$ cat src/rtl/mem_access_if.sv
`default_nettype none
// ============================================================================
// Module   : mem_access_if
// Brief    : EX-to-MEM handshake plus data-memory request/response bus.
// Revision : 1.0
// ============================================================================
interface mem_access_if #(
    parameter int ADDR_WIDTH = 32,
    parameter int DATA_WIDTH = 32
);
    logic                  in_valid;
    logic                  in_ready;
    logic [31:0]           Instruction;
    logic [DATA_WIDTH-1:0] Result;
    logic [DATA_WIDTH-1:0] rt_data;
    logic [ADDR_WIDTH-1:0] Address;
    logic                  MemWrite;
    logic [DATA_WIDTH-1:0] Write_data;
    logic [3:0]            Write_strb;
    logic                  MemRead;
    logic                  Mem_Req_Ready;
    logic [DATA_WIDTH-1:0] Read_data;
    logic                  Read_data_Valid;
    logic                  Read_data_Ready;
    logic                  out_valid;
    logic [DATA_WIDTH-1:0] out_data;

    modport master (
        input  in_valid, Instruction, Result, rt_data,
        input  Mem_Req_Ready, Read_data, Read_data_Valid,
        output in_ready, Address, MemWrite, Write_data, Write_strb, MemRead,
        output Read_data_Ready, out_valid, out_data
    );

    modport slave (
        output in_valid, Instruction, Result, rt_data,
        output Mem_Req_Ready, Read_data, Read_data_Valid,
        input  in_ready, Address, MemWrite, Write_data, Write_strb, MemRead,
        input  Read_data_Ready, out_valid, out_data
    );
endinterface
`default_nettype wire

$ cat src/rtl/mem_access.sv
`default_nettype none
// ============================================================================
// Module   : mem_access
// Brief    : MIPS MEM stage; drives the data-memory handshake and formats
//            load results for write-back. Define MEM_UNALIGNED_EN to enable
//            lwl/lwr/swl/swr.
// Revision : 1.0
// ============================================================================
module mem_access #(
    parameter int ADDR_WIDTH = 32,
    parameter int DATA_WIDTH = 32
) (
    input  wire logic    clk,
    input  wire logic    rst,
    mem_access_if.master bus
);
    localparam logic [5:0] c_op_lb  = 6'b100000;
    localparam logic [5:0] c_op_lh  = 6'b100001;
    localparam logic [5:0] c_op_lwl = 6'b100010;
    localparam logic [5:0] c_op_lbu = 6'b100100;
    localparam logic [5:0] c_op_lhu = 6'b100101;
    localparam logic [5:0] c_op_lwr = 6'b100110;
    localparam logic [5:0] c_op_sb  = 6'b101000;
    localparam logic [5:0] c_op_sh  = 6'b101001;
    localparam logic [5:0] c_op_swl = 6'b101010;
    localparam logic [5:0] c_op_swr = 6'b101110;
    localparam logic [DATA_WIDTH-1:0] c_ones = '1;
`ifdef MEM_UNALIGNED_EN
    localparam logic c_unaligned_en = 1'b1;
`else
    localparam logic c_unaligned_en = 1'b0;
`endif

    typedef enum logic [2:0] {
        S_IDLE    = 3'd0,
        S_LD_REQ  = 3'd1,
        S_ST_REQ  = 3'd2,
        S_LD_WAIT = 3'd3,
        S_DONE    = 3'd4
    } state_t;

    state_t                r_state;
    logic                  r_in_ready;
    logic                  r_mem_read;
    logic                  r_mem_write;
    logic                  r_rd_ready;
    logic                  r_out_valid;
    logic [DATA_WIDTH-1:0] r_out_data;
    logic [5:0]            r_op;
    logic [ADDR_WIDTH-1:0] r_ea;
    logic [DATA_WIDTH-1:0] r_rt;

    logic [5:0]            w_in_op;
    logic                  w_in_unaligned;
    logic                  w_in_load;
    logic                  w_in_store;
    logic [1:0]            w_a;
    logic [4:0]            w_sh_lo;
    logic [4:0]            w_sh_hi;
    logic [7:0]            w_byte;
    logic [15:0]           w_half;
    logic [DATA_WIDTH-1:0] w_load_data;
    logic [DATA_WIDTH-1:0] w_wdata;
    logic [3:0]            w_wstrb;
    logic                  w_unused;

    assign w_in_op        = bus.Instruction[31:26];
    assign w_unused       = ^bus.Instruction[25:0];
    assign w_in_unaligned = (w_in_op == c_op_lwl) || (w_in_op == c_op_lwr) ||
                            (w_in_op == c_op_swl) || (w_in_op == c_op_swr);
    // Without unaligned support those four opcodes fall through as non-memory.
    assign w_in_load      = (w_in_op[5:3] == 3'b100) && (c_unaligned_en || !w_in_unaligned);
    assign w_in_store     = (w_in_op[5:3] == 3'b101) && (c_unaligned_en || !w_in_unaligned);

    assign w_a     = r_ea[1:0];
    assign w_sh_lo = {w_a, 3'b000};
    assign w_sh_hi = {~w_a, 3'b000};
    assign w_half  = r_ea[1] ? bus.Read_data[31:16] : bus.Read_data[15:0];

    always_comb begin
        w_byte = bus.Read_data[7:0];
        case (w_a)
            2'd1:    w_byte = bus.Read_data[15:8];
            2'd2:    w_byte = bus.Read_data[23:16];
            2'd3:    w_byte = bus.Read_data[31:24];
            default: w_byte = bus.Read_data[7:0];
        endcase
    end

    always_comb begin
        w_load_data = bus.Read_data;
        case (r_op)
            c_op_lb:  w_load_data = {{24{w_byte[7]}}, w_byte};
            c_op_lbu: w_load_data = {24'd0, w_byte};
            c_op_lh:  w_load_data = {{16{w_half[15]}}, w_half};
            c_op_lhu: w_load_data = {16'd0, w_half};
`ifdef MEM_UNALIGNED_EN
            c_op_lwl: w_load_data = (bus.Read_data << w_sh_hi) | (r_rt & ~(c_ones << w_sh_hi));
            c_op_lwr: w_load_data = (bus.Read_data >> w_sh_lo) | (r_rt & ~(c_ones >> w_sh_lo));
`endif
            default:  w_load_data = bus.Read_data;
        endcase
    end

    // Narrow stores replicate the datum on every lane; strobes pick the lane.
    always_comb begin
        w_wdata = r_rt;
        w_wstrb = 4'b1111;
        case (r_op)
            c_op_sb: begin
                w_wdata = {4{r_rt[7:0]}};
                w_wstrb = 4'b0001 << w_a;
            end
            c_op_sh: begin
                w_wdata = {2{r_rt[15:0]}};
                w_wstrb = r_ea[1] ? 4'b1100 : 4'b0011;
            end
`ifdef MEM_UNALIGNED_EN
            c_op_swl: begin
                w_wdata = r_rt >> w_sh_hi;
                w_wstrb = 4'b1111 >> (~w_a);
            end
            c_op_swr: begin
                w_wdata = r_rt << w_sh_lo;
                w_wstrb = 4'b1111 << w_a;
            end
`endif
            default: begin
                w_wdata = r_rt;
                w_wstrb = 4'b1111;
            end
        endcase
    end

    always_ff @(posedge clk) begin
        if (rst) begin
            r_state     <= S_IDLE;
            r_in_ready  <= 1'b1;
            r_mem_read  <= 1'b0;
            r_mem_write <= 1'b0;
            r_rd_ready  <= 1'b0;
            r_out_valid <= 1'b0;
            r_out_data  <= '0;
            r_op        <= '0;
            r_ea        <= '0;
            r_rt        <= '0;
        end else begin
            case (r_state)
                S_IDLE: begin
                    if (bus.in_valid) begin
                        r_op       <= w_in_op;
                        r_ea       <= bus.Result;
                        r_rt       <= bus.rt_data;
                        r_out_data <= bus.Result;
                        r_in_ready <= 1'b0;
                        if (w_in_load) begin
                            r_state    <= S_LD_REQ;
                            r_mem_read <= 1'b1;
                        end else if (w_in_store) begin
                            r_state     <= S_ST_REQ;
                            r_mem_write <= 1'b1;
                        end else begin
                            r_state     <= S_DONE;
                            r_out_valid <= 1'b1;
                        end
                    end
                end
                S_LD_REQ: begin
                    if (bus.Mem_Req_Ready) begin
                        r_state    <= S_LD_WAIT;
                        r_mem_read <= 1'b0;
                        r_rd_ready <= 1'b1;
                    end
                end
                S_ST_REQ: begin
                    if (bus.Mem_Req_Ready) begin
                        r_state     <= S_DONE;
                        r_mem_write <= 1'b0;
                        r_out_valid <= 1'b1;
                    end
                end
                S_LD_WAIT: begin
                    if (bus.Read_data_Valid) begin
                        r_state     <= S_DONE;
                        r_rd_ready  <= 1'b0;
                        r_out_data  <= w_load_data;
                        r_out_valid <= 1'b1;
                    end
                end
                S_DONE: begin
                    r_state     <= S_IDLE;
                    r_out_valid <= 1'b0;
                    r_in_ready  <= 1'b1;
                end
                default: begin
                    r_state     <= S_IDLE;
                    r_in_ready  <= 1'b1;
                    r_mem_read  <= 1'b0;
                    r_mem_write <= 1'b0;
                    r_rd_ready  <= 1'b0;
                    r_out_valid <= 1'b0;
                end
            endcase
        end
    end

    assign bus.in_ready        = r_in_ready;
    assign bus.MemRead         = r_mem_read;
    assign bus.MemWrite        = r_mem_write;
    assign bus.Read_data_Ready = r_rd_ready;
    assign bus.out_valid       = r_out_valid;
    assign bus.out_data        = r_out_data;
    assign bus.Address         = {r_ea[ADDR_WIDTH-1:2], 2'b00};
    assign bus.Write_data      = w_wdata;
    assign bus.Write_strb      = w_wstrb;
endmodule
`default_nettype wire

$ cat src/flat_wrapper.sv
// flat-port wrapper written by rule: the top's interface ports become plain ports
module mem_access_flat 
#(
    parameter int ADDR_WIDTH = 32,
    parameter int DATA_WIDTH = 32
)
  (clk, rst, bus_in_valid, bus_Instruction, bus_Result, bus_rt_data, bus_Mem_Req_Ready, bus_Read_data, bus_Read_data_Valid, bus_in_ready, bus_Address, bus_MemWrite, bus_Write_data, bus_Write_strb, bus_MemRead, bus_Read_data_Ready, bus_out_valid, bus_out_data);
  mem_access_if #(.ADDR_WIDTH(ADDR_WIDTH), .DATA_WIDTH(DATA_WIDTH)) bus_i ();
  input  wire logic clk;
  input  wire logic rst;
  input wire logic [$bits(bus_i.in_valid)-1:0] bus_in_valid;
  input wire logic [$bits(bus_i.Instruction)-1:0] bus_Instruction;
  input wire logic [$bits(bus_i.Result)-1:0] bus_Result;
  input wire logic [$bits(bus_i.rt_data)-1:0] bus_rt_data;
  input wire logic [$bits(bus_i.Mem_Req_Ready)-1:0] bus_Mem_Req_Ready;
  input wire logic [$bits(bus_i.Read_data)-1:0] bus_Read_data;
  input wire logic [$bits(bus_i.Read_data_Valid)-1:0] bus_Read_data_Valid;
  output wire logic [$bits(bus_i.in_ready)-1:0] bus_in_ready;
  output wire logic [$bits(bus_i.Address)-1:0] bus_Address;
  output wire logic [$bits(bus_i.MemWrite)-1:0] bus_MemWrite;
  output wire logic [$bits(bus_i.Write_data)-1:0] bus_Write_data;
  output wire logic [$bits(bus_i.Write_strb)-1:0] bus_Write_strb;
  output wire logic [$bits(bus_i.MemRead)-1:0] bus_MemRead;
  output wire logic [$bits(bus_i.Read_data_Ready)-1:0] bus_Read_data_Ready;
  output wire logic [$bits(bus_i.out_valid)-1:0] bus_out_valid;
  output wire logic [$bits(bus_i.out_data)-1:0] bus_out_data;
  assign bus_i.in_valid = bus_in_valid;
  assign bus_i.Instruction = bus_Instruction;
  assign bus_i.Result = bus_Result;
  assign bus_i.rt_data = bus_rt_data;
  assign bus_i.Mem_Req_Ready = bus_Mem_Req_Ready;
  assign bus_i.Read_data = bus_Read_data;
  assign bus_i.Read_data_Valid = bus_Read_data_Valid;
  assign bus_in_ready = bus_i.in_ready;
  assign bus_Address = bus_i.Address;
  assign bus_MemWrite = bus_i.MemWrite;
  assign bus_Write_data = bus_i.Write_data;
  assign bus_Write_strb = bus_i.Write_strb;
  assign bus_MemRead = bus_i.MemRead;
  assign bus_Read_data_Ready = bus_i.Read_data_Ready;
  assign bus_out_valid = bus_i.out_valid;
  assign bus_out_data = bus_i.out_data;
  mem_access #(.ADDR_WIDTH(ADDR_WIDTH), .DATA_WIDTH(DATA_WIDTH)) u_core (.clk(clk), .rst(rst), .bus(bus_i));
endmodule
$ cat config.mk
export PLATFORM = sky130hd
export DESIGN_NAME = mem_access_flat
export DESIGN_NICKNAME = d
export VERILOG_FILES = /design/src/rtl/mem_access_if.sv /design/src/rtl/mem_access.sv /design/src/flat_wrapper.sv
export SDC_FILE = /design/constraint.sdc
export NUM_CORES = 1
export LEC_CHECK = 0
export CAP_MARGIN = 15
export CORE_MARGIN = 2
export CORE_UTILIZATION = 45
export CTS_BUF_LIST = sky130_fd_sc_hd__clkbuf_4 sky130_fd_sc_hd__clkbuf_8
export CTS_CLUSTER_DIAMETER = 150
export DETAILED_ROUTE_END_ITERATION = 7
export DONT_BUFFER_PORTS = 1
export GPL_TIMING_DRIVEN = 0
export PLACE_DENSITY_LB_ADDON = 0.2
export SETUP_SLACK_MARGIN = 0.4
export SLEW_MARGIN = 25
export SYNTH_ARGS = -nofsm -noshare
export SYNTH_HDL_FRONTEND = slang
export SYNTH_SLANG_ARGS = --single-unit
$ cat constraint.sdc
create_clock -name clk -period 2.1 [get_ports clk]
set_clock_uncertainty 0.2 [all_clocks]
set_input_delay 0.63 -clock clk [delete_from_list [all_inputs] [get_ports clk]]
set_output_delay 0.63 -clock clk [all_outputs]
set_load 0.02 [all_outputs]
==> Word-level counts from Yosys, hierarchy flattened <==
Cells that the tools add are included.
{ "classes": {"n_reduce_logical": 20, "muxes": 34, "bitwise": 5, "eq_ne": 27, "shift": 1} }
{ "op_table": {"columns": ["cell", "n"], "rows": [
  ["$pmux W32 S2", 2],
  ["$pmux W32 S4", 1],
  ["$mux W32", 2],
  ["$eq A6 B6 Y1 const B", 10],
  ["$pmux W8 S3", 1],
  ["$mux W3", 6],
  ["$mux W16", 1],
  ["$mux W1", 13],
  ["$ne A2 B2 Y1 const B", 6],
  ["$pmux W3 S4", 1],
  ["$reduce_or A3 Y1", 4],
  ["$eq A3 B3 Y1 const B", 3],
  ["$pmux W1 S3", 3],
  ["$pmux W4 S2", 1],
  ["$reduce_and A4 Y1", 2],
  ["$eq A3 B2 Y1 const B", 2],
  ["$reduce_and A3 Y1", 2],
  ["$reduce_and A6 Y1", 1],
  ["$not A1 Y1", 5],
  ["$reduce_and A5 Y1", 1],
  ["$eq A2 B2 Y1 const B", 2],
  ["$mux W4", 1],
  ["$ne A2 B1 Y1 const B", 2],
  ["$pmux W1 S4", 1],
  ["10 further kinds", 14]
]} }
{ "word_totals": {"input_bits": 133, "word_cells": 97, "out_inout_bits": 105, "register_bits": 110} }

==> Longest topological paths before layout <==
{ "depth": {"depth_word": 10, "mapped_depth": 8, "depth_no_buf": 4} }

==> Worst setup path before layout <==
OpenSTA, ideal clock, no wires.
{ "synth_timing": {"path_type": "reg-to-output", "start": "register u_core.r_op[1]", "end": "output port bus_Write_data[12]", "arrival_ns": 1.587, "required_time_ns": 1.270, "path_slack_ns": -0.317, "n_path_buf": 1, "stages_incl_launch_ff": 6, "cell_sequence": "dfxtp_1 > nor4b_1 > and2_1 > nand2b_1 > clkbuf_1 > mux2_1"} }
{ "synth_between": {"elab_chain_cells": 2, "word_cells_on_any_way": 3, "cone_classes": "eq/ne: 2; mux: 1"} }
{ "synth_rtl": {"columns": ["element", "line_no", "source"], "rows": [
  ["from (decl)", "mem_access.sv:49", "logic [5:0] r_op;"],
  ["from (signal assigned)", "mem_access.sv:151", "r_op <= w_in_op;"],
  ["$eq A6 B6 Y1", "mem_access.sv:109", "case (r_op)"],
  ["$pmux W32 S2 *", "mem_access.sv:109", null],
  ["to (decl)", "flat_wrapper.sv:21", "output wire logic [$bits(bus_i.Write_data)-1:0] bus_Write_data;"]
]} }
Every way passes the cells marked *; elsewhere a longest branch is shown, timed or not.

==> Worst setup path after layout <==
{ "layout_timing": {"start": "register u_core.r_op[1]", "end": "output port bus_Write_data[9]"} }
The elaborated chain is that of the path after synthesis.

==> reports/metrics.cfg <==
[clock_tree]
clockBufferDepth=2
clk_latency_ns=0.39
cts_tree=yes
clock-sinks=110
cts.clk_slew.worst_paths_ns=0.10
postCtsHoldBufs=0
cts_made_buffers=9
root_buffer=clkbuf_8
h-tree-depth=3

[floorplan]
ioPinCount=238
die_y_um=115
initial_core_util=0.462
core_area_um2=12000
rows=40
die_w_um=115
dieArea_um2=13200

[timing]
tns_ns=-22.81
slew_viol_final=0
worstMarginPinSlew_ns=0.787
rsz0062_at_grt=true
min_period_ns=2.64
slew_headroom=0.475
finalSetupViolations=76
max_freq_ghz=0.379
hold_viol_final=0
finalCritPeriodShare=1.26
setup_ws_ns=-0.540

[cells_and_area]
syn_to_final_growth_pct=57.1
insertedDiodeCount=0
nets=914
final_common_cell=nand2_4
multi_input_comb_area_um2=4190
layout_common_cells=nand2_4 (84), a21oi_2 (82), nand2_1 (79)
register_area_um2=2310
drive_above_1_share=0.608
final.fill_count=812
finish.utilization=0.726

[status]
run_status=complete, but fails checks
failed_checks=negative setup slack

[power]
ir_worst_vdd_mv=0.441
p_leak_nw=3.49
cellPowerDensity_nw_per_um2=600
p_total_mw=5.24

[grt]
grt_pass1_wl_um=29200
overflow=0
grt_pass1_vias=5312
grt_max_degree=16
grt_usage=0.285
antenna_found_initial=0

[placed_design]
io_buffers=0
dp_hpwl_um=13300
routabilityCongestion=0.879

[job]
drv_cap=0

[worst_setup_path]
worst-path-max-fanout=8
crit_type=flop to output port
max_stage_delay_ns=0.35
crit_path_top_delay_cell=dfxtp_2
critical_path.top_delay_family=simple AND/OR/NAND/NOR gates
end_kind=output port
start_kind=flop
path_buf_inv=1
crit_chain=nor4b_4 > and2_4 > nand2b_4 > buf_8 > mux2_4
cp.arrival_ns=1.81
required_ns=1.27

[drt]
first_pass_iters=5
ant_nets=0
route.detailed.drc=0
vias_per_cell=5.87
wl_um=20600
wire_per_inst_um=22.1
drt_iter0_markers=312
vias=5469

[synth]
yosys_warnings=0
ys_seq_area_frac=0.397
synth_seq_cells=110
synth_top_cell_by_area=dfxtp_1
ys.flop_type=dfxtp_1
syn-cell-area_um2=5550
synth_edf_count=0
async_flop_share=0
synthDistinctLibCells=47
avgSynthCellArea_um2=7.82
synth_cells=710
yosysTopAreaCellShare=0.397
netlist_top_cells_area=dfxtp_1 (40%), nand2_1 (12%), a21oi_1 (8.4%)

[min_path]
hold_class=input port to flop

[per-layer routing]
layer | global-route usage | up-vias | part of all wire
met5 | 0 | - | 0
met4 | 0.112 | 0 | 0.021
met2 | 0.502 | 226 | 0.52
met3 | 0.0886 | 34 | 0.088
li1 | - | 2554 | -
met1 | 0.321 | 2655 | 0.37
[power breakdown]
part / internal [mW] / switching, mW / total, mW / leakage (nW)
logic: 0.686 / 0.774 / 1.46 / 2.45
registers: 2.25 / 0.208 / 2.46 / 0.934
clock network: 0.585 / 0.730 / 1.31 / 0.103
[path summary, 6_finish.rpt]
| check | start | end | slack (ns) | cells past startpoint |
|---|---|---|---|---|
| setup / recovery | u_core.r_op[1] | bus_Write_data[9] | -0.54 | 5 |
| hold / removal | bus_Result[19] | u_core.r_ea[19] | 0.14 | 2 |
| setup reg to reg | u_core.r_op[4] | u_core.bus.out_data[24] | -0.35 | 10 |
| hold reg to reg | u_core.r_ea[23] | u_core.r_ea[23] | 0.27 | 2 |
[repair_timing]
item | CTS | global route
pin swaps | 104 | 127
cloned | 9 | 2
gates resized for setup | 326 | 240
setup endpoints to repair | 186 | 179
buffers inserted | 37 | 11
[sequential cells by signal (all words and copies together) (netlist names)]
register,count
u_core.r_rt,32
u_core.bus.MemWrite,1
u_core.bus.out_valid,1
u_core.bus.in_ready,1
u_core.bus.MemRead,1
u_core.r_ea,32
u_core.r_op,6
u_core.bus.Read_data_Ready,1
u_core.bus.out_data,32
u_core.r_state,3
[cells in the mapped netlist, types with 3 or more instances]
cell and n:
clkbuf_1 39, a31oi_1 3, a311oi_1 7, a21oi_1 93
nor2_1 23, nor3b_1 7, mux2i_1 24, a21o_1 7
o221ai_1 8, nor3_1 3, o21ai_0 38, buf_1 3
o22ai_1 8, nor2b_1 12, buf_6 3, nand2_1 177
a211oi_1 9, buf_4 42, a32o_1 17, dfxtp_1 110
nand2b_1 22, nand3_1 5, inv_1 5, mux2_2 11
buf_2 12
[area by class of cell]
cell class                      instances  area share
Inverter                                5     0.00215
Timing Repair Buffer                   59      0.0934
Multi-Input combinational cell        497       0.480
Sequential cell                       110       0.265
Buffer                                 99       0.116
Clock buffer                           15      0.0222
Tap cell                              147      0.0211
[cells by family (layout without fill, tap and decap cells)]
group | Yosys count | count (layout) | share of synthesized area
AND/OR/NAND/NOR | 260 | 260 | 0.206
multiplexers | 37 | 37 | 0.0701
flip-flops | 110 | 110 | 0.397
AO/OA/AOI/OAI | 198 | 198 | 0.221
buffers and inverters | 104 | 178 | 0.105
other | 1 | 2 | 0.000675
[metrics by stage]
step | worst slack (ns) | hold slack [ns] | std cells | instance area [um2]
2_1_floorplan | -0.0663 | 0.237 | 711 | 5730
3_3_place_gp | -0.517 | 0.242 | 858 | 5910
3_5_place_dp | -0.530 | 0.247 | 858 | 5910
4_1_cts | -0.557 | 0.147 | 919 | 7720
5_1_grt | -0.637 | 0.121 | 932 | 8720
6_report | -0.540 | 0.142 | 932 | 8720
(Power assumes the default switching activity.)
